### src/rtl/fetch_pc_gen.sv
// Fetch-stage PC generator: PC register, 2-bit BHT direction predictor,
// next-PC mux, Execute-stage branch resolution and performance counters.
module fetch_pc_gen #(
    parameter logic [31:0] RESET_PC = 32'h0000_0000,
    parameter int unsigned IDX_W    = 8
) (
    input  logic        clk,
    input  logic        rst,
    input  logic        stall_F,
    input  logic        btb_hit,
    input  logic [31:0] btb_target,
    input  logic        branch_E,
    input  logic        jump_E,
    input  logic        taken_E,
    input  logic [31:0] pc_E,
    input  logic [31:0] pc_target_E,
    input  logic        pred_taken_E,
    input  logic [31:0] pred_target_E,
    output logic [31:0] pc_F,
    output logic        pred_taken_F,
    output logic [31:0] pred_target_F,
    output logic        mispredict,
    output logic [31:0] redirect_pc,
    output logic [31:0] br_count,
    output logic [31:0] mp_count
);

    localparam int unsigned BHT_N    = 1 << IDX_W;
    localparam logic [1:0]  WEAK_NT  = 2'b01;
    localparam logic [1:0]  STRONG_T = 2'b11;
    localparam logic [1:0]  STRONG_N = 2'b00;

    logic [1:0]       bht [BHT_N];
    logic [IDX_W-1:0] idx_f;
    logic [IDX_W-1:0] idx_e;
    logic             res;
    logic             act_taken;
    logic [31:0]      pc_e_plus4;
    logic [31:0]      act_next;
    logic [1:0]       bht_cur_e;
    logic [1:0]       bht_nxt_e;
    logic [31:0]      pc_nxt;

    assign idx_f = pc_F[IDX_W+1:2];
    assign idx_e = pc_E[IDX_W+1:2];

    // Prediction uses the pre-edge BHT value; no bypass from the Execute write.
    assign pred_taken_F  = btb_hit & bht[idx_f][1];
    assign pred_target_F = btb_target;

    // Execute-stage resolution and mispredict detection.
    always_comb begin
        res        = branch_E | jump_E;
        act_taken  = jump_E | taken_E;
        pc_e_plus4 = pc_E + 32'd4;
        act_next   = (res & act_taken) ? pc_target_E : pc_e_plus4;
        mispredict = (res & (pred_taken_E != act_taken))
                   | (res & act_taken & pred_taken_E & (pred_target_E != pc_target_E))
                   | (~res & pred_taken_E);
        redirect_pc = act_next;
    end

    // Saturating 2-bit counter update for the resolving instruction.
    always_comb begin
        bht_cur_e = bht[idx_e];
        bht_nxt_e = bht_cur_e;
        if (jump_E) begin
            bht_nxt_e = STRONG_T;
        end else if (taken_E) begin
            bht_nxt_e = (bht_cur_e == STRONG_T) ? STRONG_T : bht_cur_e + 2'd1;
        end else begin
            bht_nxt_e = (bht_cur_e == STRONG_N) ? STRONG_N : bht_cur_e - 2'd1;
        end
    end

    // Next-PC priority: redirect overrides stall, then BTB prediction, then sequential.
    always_comb begin
        pc_nxt = pc_F + 32'd4;
        if (mispredict) begin
            pc_nxt = redirect_pc;
        end else if (stall_F) begin
            pc_nxt = pc_F;
        end else if (pred_taken_F) begin
            pc_nxt = btb_target;
        end
    end

    always_ff @(posedge clk or posedge rst) begin
        if (rst) begin
            pc_F     <= RESET_PC;
            br_count <= 32'd0;
            mp_count <= 32'd0;
        end else begin
            pc_F <= pc_nxt;
            if (res) begin
                br_count <= br_count + 32'd1;
            end
            if (mispredict) begin
                mp_count <= mp_count + 32'd1;
            end
        end
    end

    always_ff @(posedge clk or posedge rst) begin
        if (rst) begin
            for (int i = 0; i < int'(BHT_N); i++) begin
                bht[i] <= WEAK_NT;
            end
        end else if (res) begin
            bht[idx_e] <= bht_nxt_e;
        end
    end

endmodule

### config.mk
export PLATFORM = sky130hd
export DESIGN_NAME = fetch_pc_gen
export DESIGN_NICKNAME = d
export VERILOG_FILES = /design/src/rtl/fetch_pc_gen.sv
export SDC_FILE = /design/constraint.sdc
export NUM_CORES = 2
export LEC_CHECK = 0
export CAP_MARGIN = 20
export CORE_MARGIN = 2
export CORE_UTILIZATION = 53
export DETAILED_ROUTE_END_ITERATION = 8
export GPL_TIMING_DRIVEN = 0
export MAX_ROUTING_LAYER = met4
export PLACE_DENSITY = 0.89
export SLEW_MARGIN = 20
export SYNTH_ARGS = -nofsm -noshare
export SYNTH_HDL_FRONTEND = slang
export SYNTH_SLANG_ARGS = --single-unit
### constraint.sdc
create_clock -name clk -period 18.7 [get_ports clk]
set_input_delay 1.87 -clock clk [delete_from_list [all_inputs] [get_ports clk]]
set_output_delay 1.87 -clock clk [all_outputs]
set_load 0.005 [all_outputs]
==> key figures <==
Status
  • Status: finished with violations
  • Failing checks: design-rule violations

Synth
  • Avg Inst Size Synth: 10.4 um2
  • Post-synthesis sequential area ratio: 47.4%
  • Xor-xnor portion of the synthesized cell area: 4.01%
  • Mux cell area share after synthesis: 14.6%
  • Synth Cell Area: 32800 um2
  • Largest family of logic cells by synthesized area: compound AO/OA/AOI/OAI gates
  • Simple-gate share of the synthesized area: 8.79%
  • Number of synthesized flops with an enable pin: 0
  • Synth Area in Adders: 0.267%
  • Syn Inst Count: 3162
  • Async SR Flop Fraction: 100%
  • #FFs+latches synth: 608
  • Compound-gate portion of the synthesized area: 19.7%
  • Synthesis warning total: 0
  • Syn nets: 3305
  • Primary FF master, synth: dfrtp_1
  • Yosys cell types: 58

Clocking
  • PostCTS Resize Cnt: 0
  • CTS tree: done
  • Setup Buffers After CTS: 0
  • Max H-tree Level: 3
  • Worst-path clk slew: 60 ps
  • Clock latency on the worst-skew pair: 660 ps
  • # clock sinks: 608
  • Cts hold-fix bufs: 0
  • TritonCTS Buffers: 67
  • Root Buffer: clkbuf_16
  • CTS max path bufs: 3

Timing
  • Minimum clock period: 10470 ps
  • Final Setup Violations: 0
  • Hold slack: 479 ps
  • Worst slew margin: 10.5%
  • Worst clock skew: 25.5 ps
  • RSZ-0062 raised after global routing: false
  • Hold violation total from the final report: 0
  • Worst-Margin Slew: 1340 ps
  • F_max: 95.5 MHz
  • Final period utilization: 56.0%
  • Setup_tns: 0 ps
  • Fin worst setup slack: 8230 ps
  • Final-report max-slew violation count: 0

Floorplanning
  • Num rows: 91
  • Die footprint: 63900 um2
  • Die Ht: 253 um
  • Die width: 253 um
  • Core area: 61500 um2
  • Initial Util: 53.3%
  • Ports: 298

Route
  • DR vias: 32400
  • DR vias/cell: 7.39
  • Routed len/inst: 32.9 um
  • Iteration-0 DRC Markers: 6275
  • DRT Pass-1 Iters: 9
  • Routed wire length: 144 mm
  • Final ANT Viol Nets: 0
  • Drc violations: 3

Critical path
  • Critical path type: primary input to output port
  • Top delay family on crit path: buffers and inverters
  • Crit path from: pc_E[3]
  • Startpoint types: primary input
  • FF-to-FF Start: pc_F[4]
  • CP max stage delay: 800 ps
  • Critical path's most frequent cell: buf_2
  • Crit path capture type: output port
  • CP max-delay cell: o21ai_0
  • Critical Path Fanout Max: 10
  • Critical path data required time: 16830 ps
  • Critical Path AT: 8600 ps
  • Crit-path cells: clkdlybuf4s50_1 > buf_2 > buf_2 > buf_2 > buf_2 > buf_2 > nand4_1 > nor3_1 > nand4_1 > nor3b_1 > nand3_1 > xor2_1 > o21ai_0 > clkdlybuf4s50_1
  • CP Buf/Inv Count: 7

Place
  • Port Buffers: 295
  • Place WS: 8810 ps
  • Dpl hpwl: 101 mm
  • Final GP Congestion: 1.08

Layout
  • Commonest cells after routing, fill and taps aside: a21oi_1, a31oi_1, dfrtp_1, clkdlybuf4s50_1, dfstp_2
  • Layout cells sized above 1: 19.0%
  • Layout Nets: 3677
  • P&R area growth vs syn: 19.5%
  • Most common cell after layout, fill and taps aside: a21oi_1

Power and ir drop
  • Lkg Pwr: 15.2 nW
  • Peak supply drop: 82.9 uV
  • Power Density: 98.1 nW/um2
  • Total power: 3.85 mW

Hold path
  • HP Start: mp_count[31]
  • Worst hold path type: flip-flop to flip-flop

GRT
  • Total grt overflow: 0
  • Vias in the first global route: 31200
  • Largest net degree at the start of global routing: 114
  • Total GRT Usage: 46.3%
  • First-pass GRT wire length: 208 mm
  • Initial antenna violation count: 2

Flow run
  • Max Cap Violations: 0
final timing paths:
path,end,slack [ps],cells past startpoint
setup reg to reg,pc_F[31],13080,13
max in group asynchronous,bht[56],15670,4
hold reg to reg,mp_count[31],480,1
min in group asynchronous,mp_count[27],1680,2
hold / removal,mp_count[31],480,1
setup / recovery,redirect_pc[31],8230,14
Yosys cell counts, types with 10 or more instances:
| cell | count | share of area (%) |
|---|---|---|
| mux2_2 | 11 | 0.38 |
| nand2b_1 | 11 | 0.21 |
| nor2_1 | 231 | 2.6 |
| o22ai_1 | 10 | 0.19 |
| nor2b_1 | 16 | 0.31 |
| dfrtp_1 | 352 | 27 |
| inv_1 | 22 | 0.25 |
| mux2i_1 | 64 | 2.0 |
| nand3_1 | 72 | 1.1 |
| xnor2_1 | 105 | 2.8 |
| o21ai_0 | 51 | 0.78 |
| nor3_1 | 20 | 0.31 |
| o211ai_1 | 15 | 0.34 |
| dfstp_2 | 256 | 21 |
| a31oi_1 | 397 | 7.6 |
| buf_4 | 43 | 0.98 |
| nand2_1 | 141 | 1.6 |
| clkbuf_1 | 235 | 2.7 |
| o221ai_1 | 13 | 0.35 |
| and3_1 | 37 | 0.71 |
| buf_2 | 66 | 1.0 |
| xor2_1 | 45 | 1.2 |
| mux4_2 | 178 | 12 |
| nand4_1 | 39 | 0.74 |
| and2_1 | 22 | 0.42 |
| a22oi_1 | 45 | 1.0 |
| buf_1 | 29 | 0.33 |
| a21oi_1 | 554 | 8.5 |
report_power, final:
part	switching [mW]	internal, mW
Combinational	0.465	0.350
Clock	0.596	0.788
Sequential	0.134	1.51
Total	1.19	2.65
metal layers:
layer	GRT usage, %	share of wire (%)	vias up
met2	63.8	41	3331
met5	-	0	-
met3	19.3	16	1132
li1	-	-	12600
met4	39.6	11	0
met1	51.8	31	15300
metrics by stage:
stage	util, %	cell area, um2	cells
global placement	59.8	36700	4247
CTS	63.7	39200	4372
detailed placement	60.0	36900	4253
floorplan	-	32800	3162
finish	63.8	39200	4377
global route	63.8	39200	4376
final cells by class:
class / count / area [um2]
clock inverters: 19 / 260
multi-input cells: 2157 / 15500
well taps: 790 / 988
inverters: 24 / 97.6
fillers: 4718 / 22300
flip-flops and latches: 608 / 15500
plain buffers: 373 / 1650
clock buffers: 100 / 1990
repair buffers: 303 / 3140
diodes: 3 / 7.51
cell families after synthesis:
logic type | Yosys count
simple gates | 622
compound gates | 1125
mux | 253
fa+ha+maj | 7
flops | 608
xor+xnor | 150
buf+inv | 397
flip-flops by register name, summed over array words and instances, names as in the netlist:
name and flops:
pc_F 32, br_count 32, mp_count 32, bht 512
worst register-to-register path: stages (launching register included):
cell	delay, ps
dfrtp_1	460
clkbuf_1	370
clkbuf_1	460
clkbuf_1	840
clkbuf_1	720
buf_1	580
nand4_1	370
nor3_1	580
inv_1	120
nor3_1	400
nand3_1	190
xnor2_1	170
mux2i_1	80
o21ai_0	200
Note: power is estimated with default switching activity, not from simulation.
